<file path="config.mk">
export PLATFORM = sky130hd
export DESIGN_NAME = axi4_lite_write_master_engine
export DESIGN_NICKNAME = d
export VERILOG_FILES = /design/src/rtl/axi4_lite_write_master_engine.sv
export SDC_FILE = /design/constraint.sdc
export NUM_CORES = 1
export LEC_CHECK = 0
export BUFFER_PORTS_ARGS = -buffer_cell sky130_fd_sc_hd__buf_2
export CAP_MARGIN = 20
export CELL_PAD_IN_SITES_DETAIL_PLACEMENT = 1
export CELL_PAD_IN_SITES_GLOBAL_PLACEMENT = 1
export CORE_AREA = 2 2 142 144
export DETAILED_ROUTE_END_ITERATION = 6
export DIE_AREA = 0 0 144 146
export PLACE_DENSITY = 0.74
export SLEW_MARGIN = 20
export SYNTH_ARGS = -nofsm -noshare
export SYNTH_HDL_FRONTEND = slang
export SYNTH_SLANG_ARGS = --single-unit
</file>
<file path="constraint.sdc">
create_clock -name aclk -period 2.7 [get_ports aclk]
set_clock_uncertainty 0.05 [all_clocks]
set_input_delay 0.54 -clock aclk [delete_from_list [all_inputs] [get_ports aclk]]
set_output_delay 0.54 -clock aclk [all_outputs]
set_load 0.02 [all_outputs]
</file>
<file path="src/rtl/axi4_lite_write_master_engine.sv">
// AXI4-Lite write master engine.
// Accepts blocking / non-blocking write commands, range-checks the address against a
// configurable window, optionally byte-swaps the payload, issues AW and W independently,
// tracks in-flight writes and returns responses in command order through a FWFT FIFO.
//
// Ports:
//   aclk, areset                     clock, synchronous active-high reset
//   cfg_min/max_address, cfg_endian  legal window (inclusive) and endianness (0=big)
//   cmd_*                            command handshake and payload
//   aw*, w*, b*                      AXI4-Lite write channels
//   rsp_*                            ordered response FIFO output (rsp_local=1: local DECERR)
//   outstanding                      writes issued without B
//   err_unexpected_b                 sticky: B seen with nothing outstanding
module axi4_lite_write_master_engine #(
  parameter int unsigned ADDRESS_WIDTH   = 32,
  parameter int unsigned DATA_WIDTH      = 32,
  parameter int unsigned MAX_OUTSTANDING = 4,
  parameter int unsigned CNT_W           = $clog2(MAX_OUTSTANDING + 1)
) (
  input  logic                      aclk,
  input  logic                      areset,
  input  logic [ADDRESS_WIDTH-1:0]  cfg_min_address,
  input  logic [ADDRESS_WIDTH-1:0]  cfg_max_address,
  input  logic                      cfg_endian,
  input  logic                      cmd_valid,
  output logic                      cmd_ready,
  input  logic [ADDRESS_WIDTH-1:0]  cmd_addr,
  input  logic [2:0]                cmd_prot,
  input  logic [DATA_WIDTH-1:0]     cmd_data,
  input  logic [DATA_WIDTH/8-1:0]   cmd_strb,
  input  logic [1:0]                cmd_type,
  output logic                      awvalid,
  input  logic                      awready,
  output logic [ADDRESS_WIDTH-1:0]  awaddr,
  output logic [2:0]                awprot,
  output logic                      wvalid,
  input  logic                      wready,
  output logic [DATA_WIDTH-1:0]     wdata,
  output logic [DATA_WIDTH/8-1:0]   wstrb,
  input  logic                      bvalid,
  output logic                      bready,
  input  logic [1:0]                bresp,
  output logic                      rsp_valid,
  input  logic                      rsp_ready,
  output logic [1:0]                rsp_resp,
  output logic                      rsp_local,
  output logic [CNT_W-1:0]          outstanding,
  output logic                      err_unexpected_b
);

  localparam int unsigned StrbW = DATA_WIDTH / 8;
  localparam int unsigned PtrW  = (MAX_OUTSTANDING > 1) ? $clog2(MAX_OUTSTANDING) : 1;
  localparam logic [CNT_W:0]  MaxOut  = (CNT_W + 1)'(MAX_OUTSTANDING);
  localparam logic [PtrW-1:0] LastPtr = PtrW'(MAX_OUTSTANDING - 1);

  typedef enum logic [1:0] {StIdle, StIssue, StWaitB, StLocalErr} state_e;

  state_e              state;
  logic                blocking_q;
  logic [2:0]          fifo_mem [MAX_OUTSTANDING];
  logic [PtrW-1:0]     rd_ptr, wr_ptr;
  logic [CNT_W-1:0]    fifo_count;

  logic                cmd_blocking, credit_ok, cmd_fire, addr_legal;
  logic                aw_fire, w_fire, issue_done, b_fire, b_ok, local_push, push, pop;
  logic [2:0]          push_data;
  logic [DATA_WIDTH-1:0] swap_data;
  logic [StrbW-1:0]    swap_strb;

  // Only 2'b10 is non-blocking; the reserved encodings fall back to blocking.
  assign cmd_blocking = (cmd_type != 2'b10);
  // In-flight writes plus queued responses must leave room for this command's response.
  assign credit_ok  = ({1'b0, outstanding} + {1'b0, fifo_count}) < MaxOut;
  // bready doubles as the "out of reset" flag so cmd_ready stays low for one cycle.
  assign cmd_ready  = bready && (state == StIdle) && credit_ok &&
                      (!cmd_blocking || (outstanding == '0));
  assign cmd_fire   = cmd_valid && cmd_ready;
  assign addr_legal = (cmd_addr >= cfg_min_address) && (cmd_addr <= cfg_max_address);

  assign aw_fire    = awvalid && awready;
  assign w_fire     = wvalid && wready;
  // A channel already handshaken has its valid low, so it counts as done.
  assign issue_done = (state == StIssue) && (!awvalid || awready) && (!wvalid || wready);

  assign b_fire     = bvalid && bready;
  assign b_ok       = b_fire && (outstanding != '0);
  // Local error waits until every earlier bus write has reported, keeping order.
  assign local_push = (state == StLocalErr) && (outstanding == '0);
  assign push       = b_ok || local_push;
  assign push_data  = b_ok ? {bresp, 1'b0} : {2'b11, 1'b1};
  assign pop        = rsp_valid && rsp_ready;

  assign rsp_valid  = (fifo_count != '0);
  assign rsp_resp   = rsp_valid ? fifo_mem[rd_ptr][2:1] : 2'b00;
  assign rsp_local  = rsp_valid ? fifo_mem[rd_ptr][0] : 1'b0;

  always_comb begin
    swap_data = '0;
    swap_strb = '0;
    for (int unsigned i = 0; i < StrbW; i++) begin
      swap_data[8*i +: 8] = cmd_data[8*(StrbW-1-i) +: 8];
      swap_strb[i]        = cmd_strb[StrbW-1-i];
    end
  end

  always_ff @(posedge aclk) begin
    if (!areset && push) begin
      fifo_mem[wr_ptr] <= push_data;
    end
  end

  always_ff @(posedge aclk) begin
    if (areset) begin
      state            <= StIdle;
      blocking_q       <= 1'b0;
      bready           <= 1'b0;
      awvalid          <= 1'b0;
      awaddr           <= '0;
      awprot           <= '0;
      wvalid           <= 1'b0;
      wdata            <= '0;
      wstrb            <= '0;
      outstanding      <= '0;
      err_unexpected_b <= 1'b0;
      rd_ptr           <= '0;
      wr_ptr           <= '0;
      fifo_count       <= '0;
    end else begin
      bready <= 1'b1;

      if (issue_done && !b_ok) begin
        outstanding <= outstanding + CNT_W'(1);
      end else if (!issue_done && b_ok) begin
        outstanding <= outstanding - CNT_W'(1);
      end

      if (b_fire && (outstanding == '0)) begin
        err_unexpected_b <= 1'b1;
      end

      if (push) begin
        wr_ptr <= (wr_ptr == LastPtr) ? '0 : wr_ptr + 1'b1;
      end
      if (pop) begin
        rd_ptr <= (rd_ptr == LastPtr) ? '0 : rd_ptr + 1'b1;
      end
      if (push && !pop) begin
        fifo_count <= fifo_count + CNT_W'(1);
      end else if (!push && pop) begin
        fifo_count <= fifo_count - CNT_W'(1);
      end

      unique case (state)
        StIdle: begin
          if (cmd_fire) begin
            blocking_q <= cmd_blocking;
            if (addr_legal) begin
              state   <= StIssue;
              awvalid <= 1'b1;
              wvalid  <= 1'b1;
              awaddr  <= cmd_addr;
              awprot  <= cmd_prot;
              wdata   <= cfg_endian ? cmd_data : swap_data;
              wstrb   <= cfg_endian ? cmd_strb : swap_strb;
            end else begin
              state <= StLocalErr;
            end
          end
        end
        StIssue: begin
          if (aw_fire) awvalid <= 1'b0;
          if (w_fire)  wvalid  <= 1'b0;
          if (issue_done) begin
            state <= blocking_q ? StWaitB : StIdle;
          end
        end
        StWaitB: begin
          if (outstanding == '0) state <= StIdle;
        end
        StLocalErr: begin
          if (local_push) state <= StIdle;
        end
      endcase
    end
  end

endmodule
</file>
==> results of run 1 <==
## cell families after synthesis
kind of cell / after synthesis
flip-flops: 102
multiplexers: 41
XOR/XNOR: 4
AND/OR/NAND/NOR: 203
adder cells (fa/ha/maj): 75
AO/OA/AOI/OAI: 180
buffers and inverters: 129
## layout by cell type (no fill, tap or decap), drive strengths merged, types with 3 or more instances in the layout
master  Yosys  routed
a21o        3       3
nand2b      3       3
nor2       19      19
a21oi      72      72
nand2      24      24
nor3       41      41
a31oi      39      39
nand3       9       9
nor2b       3       3
inv        73      75
o21ai      50      50
nor4       40      40
a211oi      3       3
or3         4       4
mux4        3       3
or2         3       3
nand4      47      47
dfxtp      90      90
clkinv      0       3
xor2        4       4
mux2       36      36
clkbuf     39      10
edfxtp     12      12
and3        4       4
ha         73      73
buf        17     297
and2        4       4
## sequential cells by signal, indices dropped and copies added, names as in the netlist, named ones only
signal,count
awaddr,32
wdata,32
fifo_mem,12
wstrb,4
awprot,3
fifo_count,3
outstanding,3
rd_ptr,2
state,2
wr_ptr,2
awvalid,1
blocking_q,1
bready,1
err_unexpected_b,1
wvalid,1
## layout make-up
class / instances / area share
tap: 265 / 0.0388
antenna: 2 / 0.000585
clock inverter: 7 / 0.00673
clock buffer: 9 / 0.0263
sequential: 102 / 0.253
timing repair buffer: 298 / 0.210
inverter: 73 / 0.0321
multi-input combinational: 503 / 0.432
## through the flow
stage               hold slack [ns]  std cells  instance area [sq um]   util  setup TNS, ns
CTS                           0.386       1256                   8480  0.438              0
floorplan                     0.404        734                   6360      -              0
global route                  0.403       1259                   8550  0.442       -0.00494
detailed placement            0.412       1240                   8190  0.423         -23.92
global placement              0.395       1240                   8190  0.423         -19.53
finish                        0.401       1259                   8550  0.442              0
## power groups by stage
stage               combinational (mW)  clock (mW)  sequential [mW]
floorplan                         1.28           0             2.06
global placement                  2.22           0             1.92
detailed placement                2.29           0             1.92
CTS                               2.31        1.31             1.89
global route                      2.54        1.38             1.92
finish                            2.32        1.27             1.89
## worst min-delay path, cell delays in order
cell and delay, ns:
buf_2 0.09, a31oi_1 0.07, nor2_1 0.07
## what timing repair did
item,in CTS,in global routing
pin swaps,0,2
endpoints found under the setup margin,18,45
gates cloned,0,1
gates resized for setup,1,7
endpoints found under the hold margin,0,0
## how the worst max path moves through the flow
stage,startpoint,end,depth (start not counted)
detailed placement,cmd_addr[8],wdata[8]$_SDFFE_PP0P_,11
global route,cmd_addr[10],wdata[22]$_SDFFE_PP0P_,10
floorplan,cmd_addr[0],wdata[0]$_SDFFE_PP0P_,11
CTS,cmd_addr[8],wdata[8]$_SDFFE_PP0P_,11
global placement,cmd_addr[10],wdata[8]$_SDFFE_PP0P_,11
finish,cmd_addr[8],wdata[22]$_SDFFE_PP0P_,11
## per-layer routing
| layer | up-vias | track usage |
|---|---|---|
| met5 | - | 0 |
| met3 | 22 | 0.0497 |
| met2 | 193 | 0.344 |
| met4 | 0 | 0.0623 |
| met1 | 3197 | 0.265 |
| li1 | 3231 | - |
==> summary.txt, run 1 <==
Placement
  • Routability cong.: 0.835
  • DP HPWL: 16900 um
  • IO Port Bufs: 229
  • Place WS: -0.467 ns

Yosys
  • Fraction of registers with async set/reset: 0
  • Flops & latches, synth: 102
  • Largest family of logic cells by synthesized area: simple AND/OR/NAND/NOR gates
  • Yosys cell types: 50
  • Mapped cell area: 6360 sq um
  • Multiplexer share of the synthesized area: 0.0775
  • Largest cells by area after synthesis: dfxtp_1 (28%), ha_1 (14%), mux2_2 (6.4%), a21oi_1 (5.7%), edfxtp_1 (5.7%)
  • Post-synthesis instance total: 734
  • Sequential share of the synthesized area: 0.340
  • Cell taking the most area after synthesis: dfxtp_1
  • Most instantiated cells after synthesis: dfxtp_1 (90), ha_1 (73), inv_1 (73)
  • Syn_nets: 956
  • Post-Synth XOR/XNOR Area: 0.00551
  • Top-count cell post-synth: dfxtp_1
  • Post-Synth Simple-Gate Area: 0.175
  • Synth top area share: 0.283
  • Mean Syn Cell Area: 8.67 sq um
  • Number of enable flip-flop cells after synthesis: 12
  • Post-Synth Adder-Cell Area: 0.150
  • Syn. warnings: 0
  • Compound-Gate Fraction of Synth Area: 0.164
  • Main synth FF type: dfxtp_1

Clocking
  • Cts bufs inserted: 9
  • Clock-pin slew on the worst setup and hold paths: 0.08 ns
  • Setup Buffers After CTS: 0
  • Clock Latency Late Sink: 0.35 ns
  • TritonCTS clock tree: done
  • CTS root buf: clkbuf_16
  • H-tree levels: 3
  • Hold_buf cts: 0
  • Clock tree sinks: 102
  • Clock tree buffer depth: 2

Floorplan
  • Number of I/O pins: 230
  • Full die area: 21000 sq um
  • Row cnt: 51
  • Die width: 144 um
  • Core area: 19300 sq um
  • Die Span Y: 146 um
  • Starting Density: 0.329

Setup path
  • Cell Chain, Critical Path: buf_2, buf_4, ha_1, nand4_1, nor4_2, buf_4, nand3_1, o211a_4, buf_4, nor4_1, nor3_1
  • Crit path DAT: 2.78 ns
  • Worst path max stage delay: 0.39 ns
  • Req. time, crit path: 2.87 ns
  • FF-to-FF End: outstanding[2]$_SDFFE_PP0P_
  • CP top delay family: simple AND/OR/NAND/NOR gates
  • Slowest CP cell: nor4_2
  • Crit-path most repeated cell: buf_4
  • CP startpoint kind: primary input
  • CP Buf/Inv Count: 4
  • Crit end category: flip-flop
  • CP max FO: 17
  • Flop-to-flop setup slack: 0.20 ns
  • Reg2reg start: state[0]$_SDFFE_PP0P_
  • Reg2Reg Depth: 9
  • Worst Path Class, Setup: in -> reg

Finish
  • Reg area: 2160 sq um
  • Multi-input logic area: 3690 sq um
  • # fillers: 2413
  • Share of cells above drive strength 1: 0.373
  • Area Growth Syn to Fin: 34.3%
  • Fin nets: 1209

Timing
  • Least-Margin Pin Slew: 0.462 ns
  • Max Clock Freq: 384 MHz
  • Post-route setup slack: 0.0957 ns
  • Final setup vio count: 0
  • Final hold violation count: 0
  • Period utilization: 0.965
  • Final Slew Violations: 0
  • Max-slew headroom: 0.692
  • Final Critical Period: 2.60 ns
  • RSZ-0062 raised after global routing: yes

GRT
  • Vias in the first global route: 6732
  • Largest net degree at the start of global routing: 88
  • Initial antenna violation count: 2
  • GRT overflow: 0
  • GRT Overall Usage: 0.207
  • First-pass GRT wire length: 35100 um

Power and ir drop
  • Max rail drop VDD: 0.319 mV
  • Logic pwr share: 0.423
  • P_leak: 3.97 nW
  • Total power: 5.48 mW
  • Int Power: 3.28 mW
  • Switching pwr: 2.20 mW
  • Pwr per Cell Area: 641 nW/um^2
  • Clock group share of total power: 0.232
  • Sequential power share: 0.344
  • Net Sw Frac: 0.402

Routing
  • Met3 wire length: 1570 um
  • Routed metal-1 wirelength: 9980 um
  • Residual DRC count: 0
  • Drt total wl: 22400 um
  • Final ANT Viol Nets: 0
  • Metal2 WL: 10400 um
  • Drt pass-1 iters: 4
  • Drt wl/cell: 17.8 um
  • Initial DRC count: 246
  • Top Metal Used: met4
  • Vias: 6643
  • Via-to-Cell Ratio: 5.28

Hold path
  • Min-Delay Path Depth: 3
  • Hold_sp: bvalid
  • Hold Crit Endpoint: err_unexpected_b$_SDFFE_PP0P_
  • Hold Path Class: in -> reg

Flow run
  • Max cap viols: 0

Status
  • Outcome: finished clean
Note: power is estimated with default switching activity, not from simulation.
==> run 2, diff against run 1 <==
- RECOVER_POWER: default -> 100
==> summary.txt, run 2 (synthesis gave the netlist of run 1 again) <==
Status
  • Outcome: finished clean

Finish
  • Fin area: 8430 sq um
  • Fin nets: 1209
  • Finished Layout Cells: 1259
  • Biggest regs: awaddr: 32 flops, wdata: 32 flops, fifo_mem: 12 flops
  • Most common cell after layout, fill and taps aside: buf_2
  • Share of cells above drive strength 1: 0.288
  • Most frequent cells in the layout: buf_2 (148), dfxtp_1 (90), clkbuf_1 (83)
  • # fillers: 2452
  • Area Growth Syn to Fin: 32.5%

Clocking
  • H-tree levels: 3
  • CTS root buf: clkbuf_16
  • Clock Latency Late Sink: 0.35 ns
  • Clock tree buffer depth: 2
  • Clock tree sinks: 102
  • TritonCTS clock tree: done
  • Setup Buffers After CTS: 0
  • Clock-pin slew on the worst setup and hold paths: 0.08 ns
  • Cts bufs inserted: 9
  • Hold_buf cts: 0

Power and ir drop
  • Max rail drop VDD: 0.318 mV
  • P_leak: 3.62 nW
  • Pwr per Cell Area: 644 nW/um^2

Setup path
  • Reg2reg start: state[0]$_SDFFE_PP0P_
  • CP max FO: 17
  • Flop-to-flop setup slack: 0.19 ns
  • CP startpoint kind: primary input
  • Worst Path Class, Setup: in -> reg
  • FF-to-FF End: outstanding[2]$_SDFFE_PP0P_
  • Reg2Reg Depth: 9
  • Req. time, crit path: 2.87 ns
  • Crit end category: flip-flop
  • Crit path DAT: 2.76 ns

Timing
  • Final hold violation count: 0
  • Period utilization: 0.959
  • Final Critical Period: 2.59 ns
  • Max-slew headroom: 0.671
  • Least-Margin Pin Slew: 0.490 ns
  • RSZ-0062 raised after global routing: yes
  • Final Slew Violations: 0
  • Final setup vio count: 0
  • Max Clock Freq: 386 MHz

Hold path
  • Hold_sp: cmd_prot[2]
  • Hold Crit Endpoint: awprot[2]$_SDFFE_PP0P_
  • Hold Path Class: in -> reg
  • Min-Delay Path Depth: 3

GRT
  • Met2 track demand over resource: 0.344
  • Most used routing layer: met2
  • GRT overflow: 0
  • Met1 Track Usage GR: 0.265
  • Vias in the first global route: 6732
  • Met3 usage: 0.0497
  • Initial antenna violation count: 2
  • GRT Overall Usage: 0.207
  • First-pass GRT wire length: 35100 um
  • Largest net degree at the start of global routing: 88

Floorplan
  • Starting Density: 0.329
  • Row cnt: 51
  • Full die area: 21000 sq um
  • Core area: 19300 sq um
  • Die width: 144 um
  • Number of I/O pins: 230
  • Die Span Y: 146 um

Placement
  • Dpl cell area: 8190 sq um
  • DP HPWL: 16900 um
  • Routability cong.: 0.835
  • Cell count after placement: 1240
  • IO Port Bufs: 229

Routing
  • Initial DRC count: 248
  • Residual DRC count: 0
  • Via-to-Cell Ratio: 5.29
  • Drt total wl: 22500 um
  • Vias: 6656
  • Final ANT Viol Nets: 0
  • Drt wl/cell: 17.8 um
  • Drt pass-1 iters: 4

Flow run
  • Max cap viols: 0
## run 2: worst max-delay path, cell delays in order
cell	delay [ns]
buf_2	0.11
buf_4	0.13
ha_1	0.27
nand4_1	0.17
nor4_2	0.39
buf_4	0.17
nand3_1	0.10
o211a_4	0.20
buf_4	0.21
nor4_1	0.36
nor3_1	0.09
## run 2: area by class of cell
type,instances,area [sq um],area share
repair buffers,298,1690,0.200
well taps,265,332,0.0393
clock inverters,7,57.6,0.00682
diodes,2,5.00,0.000593
inverters,73,274,0.0325
clock buffers,9,225,0.0267
flip-flops and latches,102,2160,0.256
multi-input cells,503,3690,0.437
## run 2: layer usage
metal	wire length, um	share of wire	vias up
met5	0	0	-
met1	9980	0.44	3200
met2	10400	0.46	208
met4	432	0.019	0
li1	-	-	3224
met3	1640	0.073	24
## run 2: where the power goes
part	switching [mW]	internal, mW	total (mW)
sequential	0.156	1.73	1.89
clock	0.637	0.638	1.28
combinational	1.41	0.852	2.27
total	2.21	3.22	5.43
## run 2: worst max-delay path by stage
stage                 startpoint                     end  slack [ns]  cells after the start
detailed placement   cmd_addr[8]   wdata[8]$_SDFFE_PP0P_       -0.47                     11
CTS                  cmd_addr[8]   wdata[8]$_SDFFE_PP0P_        0.05                     11
global placement    cmd_addr[10]   wdata[8]$_SDFFE_PP0P_       -0.35                     11
finish               cmd_addr[8]  wdata[22]$_SDFFE_PP0P_        0.11                     11
floorplan            cmd_addr[0]   wdata[0]$_SDFFE_PP0P_        0.11                     11
global route        cmd_addr[10]  wdata[22]$_SDFFE_PP0P_      -0.005                     10
## run 2: timing repair
action / in CTS / in global routing
gates cloned: 0 / 1
pin swaps: 0 / 2
setup endpoints to repair: 18 / 45
gates resized for setup: 1 / 7
## run 2: metrics by stage
stage	worst slack, ns	util	hold WS [ns]	TNS [ns]	power (mW)
3_3_place_gp	-0.351	0.423	0.395	-19.53	4.14
4_1_cts	0.0474	0.438	0.386	0	5.51
2_1_floorplan	0.108	-	0.404	0	3.34
3_5_place_dp	-0.467	0.423	0.412	-23.92	4.21
5_1_grt	-0.00494	0.436	0.403	-0.00494	5.78
6_report	0.111	0.436	0.400	0	5.43
==> run 3, diff against run 2 <==
- CORE_AREA: 2 2 142 144 -> 2 2 140 142
- CTS_BUF_LIST: default -> sky130_fd_sc_hd__clkbuf_4 sky130_fd_sc_hd__clkbuf_8
- DIE_AREA: 0 0 144 146 -> 0 0 142 144
- PLACE_DENSITY: 0.74 -> 0.76
==> summary.txt, run 3 (synthesis gave the netlist of run 1 again) <==
Status
  • Outcome: finished clean

Finish
  • Fin area: 8160 sq um
  • Fin nets: 1200
  • Most common cell after layout, fill and taps aside: buf_2
  • Multi-input logic area: 3680 sq um
  • # fillers: 2399
  • Biggest regs: awaddr: 32 flops, wdata: 32 flops, fifo_mem: 12 flops
  • Area Growth Syn to Fin: 28.2%
  • Share of cells above drive strength 1: 0.279
  • Finished Layout Cells: 1223
  • Most frequent cells in the layout: buf_2 (148), dfxtp_1 (89), clkbuf_1 (85)
  • Reg area: 2160 sq um

Timing
  • Period utilization: 0.953
  • Final hold violation count: 0
  • Final Critical Period: 2.57 ns
  • Max Clock Freq: 389 MHz
  • Max-slew headroom: 0.608
  • Final Slew Violations: 0
  • Least-Margin Pin Slew: 0.587 ns
  • Final setup vio count: 0
  • RSZ-0062 raised after global routing: no

Floorplan
  • Full die area: 20400 sq um
  • Die width: 142 um
  • Die Span Y: 144 um
  • Core area: 19100 sq um
  • Number of I/O pins: 230
  • Row cnt: 51
  • Starting Density: 0.334

Power and ir drop
  • Sequential power share: 0.371
  • Total power: 5.12 mW
  • Clock group share of total power: 0.200
  • Pwr per Cell Area: 627 nW/um^2
  • Logic pwr share: 0.430
  • Switching pwr: 2.13 mW
  • Net Sw Frac: 0.416
  • Int Power: 2.99 mW
  • P_leak: 3.51 nW
  • Max rail drop VDD: 0.256 mV

Routing
  • Drt total wl: 21900 um
  • Final ANT Viol Nets: 0
  • Initial DRC count: 255
  • Drt wl/cell: 17.9 um
  • Via-to-Cell Ratio: 5.39
  • Residual DRC count: 0
  • Vias: 6588
  • Drt pass-1 iters: 4

Hold path
  • Hold Path Class: in -> reg

Setup path
  • Reg2Reg Depth: 7
  • Critical path depth: 11
  • CP max FO: 43
  • Reg2reg start: outstanding[0]$_SDFFE_PP0P_
  • Req. time, crit path: 2.91 ns
  • CP top delay family: compound AO/OA/AOI/OAI gates
  • CP Buf/Inv Count: 3
  • Critical path origin: cmd_addr[0]
  • Cell Chain, Critical Path: buf_2, inv_1, ha_1, nand2b_1, a2111o_1, a32oi_2, a31oi_4, or2_2, buf_12, a31oi_1, nor3_1
  • CP startpoint kind: primary input
  • Slowest CP cell: a2111o_1
  • Crit end category: flip-flop
  • Worst Path Class, Setup: in -> reg
  • Crit path DAT: 2.78 ns
  • FF-to-FF End: awaddr[20]$_SDFFE_PP0P_
  • Worst path max stage delay: 0.42 ns
  • Flop-to-flop setup slack: 0.21 ns
  • End of the critical path: wdata[18]$_SDFFE_PP0P_

Clocking
  • Clock Latency Late Sink: 0.38 ns
  • Cts bufs inserted: 9
  • Clock tree buffer depth: 2
  • Clock tree sinks: 102
  • CTS root buf: clkbuf_8
  • Clock-pin slew on the worst setup and hold paths: 0.11 ns
  • H-tree levels: 3
  • TritonCTS clock tree: done

Placement
  • IO Port Bufs: 229
  • Routability cong.: 0.810
  • DP HPWL: 16600 um
  • Dpl cell area: 8040 sq um
  • Cell count after placement: 1203

Flow run
  • Max cap viols: 0

GRT
  • First-pass GRT wire length: 34500 um
  • Vias in the first global route: 6641
  • GRT Overall Usage: 0.212
  • Largest net degree at the start of global routing: 47
  • Initial antenna violation count: 2
  • GRT overflow: 0
[run 3: cell count changes in the layout (fill, tap and decap cells not counted), sizes merged]
cell | previous run | this run
buf | 214 | 200
bufinv | 0 | 1
clkbuf | 93 | 99
clkinvlp | 2 | 1
inv | 75 | 73
nor2 | 19 | 20
[run 3: worst min path at each step]
stage	slack, ns	end	depth (start not counted)	start
2_1_floorplan	0.40	flip-flop	2	rd_ptr[1]$_SDFFE_PP0P_
3_3_place_gp	0.41	awaddr[25]$_SDFFE_PP0P_	2	awaddr[25]$_SDFFE_PP0P_
3_5_place_dp	0.41	awaddr[7]$_SDFFE_PP0P_	2	awaddr[7]$_SDFFE_PP0P_
4_1_cts	0.30	bready$_DFF_P_	2	areset
5_1_grt	0.35	awprot[0]$_SDFFE_PP0P_	3	cmd_prot[0]
6_report	0.36	awprot[1]$_SDFFE_PP0P_	3	cmd_prot[1]
[run 3: timing repair]
| action | in CTS | in global routing |
|---|---|---|
| gates cloned | 1 | 0 |
| pin swaps | 1 | 1 |
| buffers inserted | 0 | 1 |
| gates resized for setup | 0 | 7 |
| hold buffers | 0 | 0 |
| hold endpoints to repair | 0 | 0 |
| setup endpoints to repair | 1 | 60 |
[run 3: layout make-up]
cell class,count,share of cell area
Sequential cell,102,0.265
Tap cell,238,0.0365
Multi-Input combinational cell,504,0.451
Antenna cell,2,0.000613
Clock inverter,5,0.00736
Clock buffer,11,0.0170
Timing Repair Buffer,288,0.189
Inverter,73,0.0336
[run 3: power by group through the flow]
stage / clock network, mW / registers (mW) / logic (mW)
global route: 1.10 / 1.93 / 2.42
floorplan: 0 / 2.06 / 1.28
global placement: 0 / 1.92 / 2.19
CTS: 1.05 / 1.90 / 2.26
finish: 1.02 / 1.90 / 2.20
detailed placement: 0 / 1.93 / 2.25
[run 3: layer usage]
metal | vias up | global-route usage | wire (um)
li1 | 3200 | - | -
met1 | 3176 | 0.272 | 9840
met2 | 193 | 0.361 | 10500
met3 | 19 | 0.0464 | 1280
met4 | 0 | 0.0542 | 304
met5 | - | 0 | 0
[run 3: stage by stage]
step	setup TNS [ns]	utilization	worst slack (ns)	hold slack (ns)
CTS	0	0.432	0.0417	0.304
detailed placement	-18.79	0.422	-0.405	0.415
floorplan	0	-	0.108	0.404
global placement	-20.90	0.422	-0.450	0.406
finish	0	0.428	0.127	0.357
global route	0	0.428	0.00662	0.346
[run 3: tightest hold or removal path, delay by kind of cell]
family	cells	cell delay (ns)
AO/OA/AOI/OAI	1	0.06
AND/OR/NAND/NOR	1	0.06
buffers and inverters	1	0.10
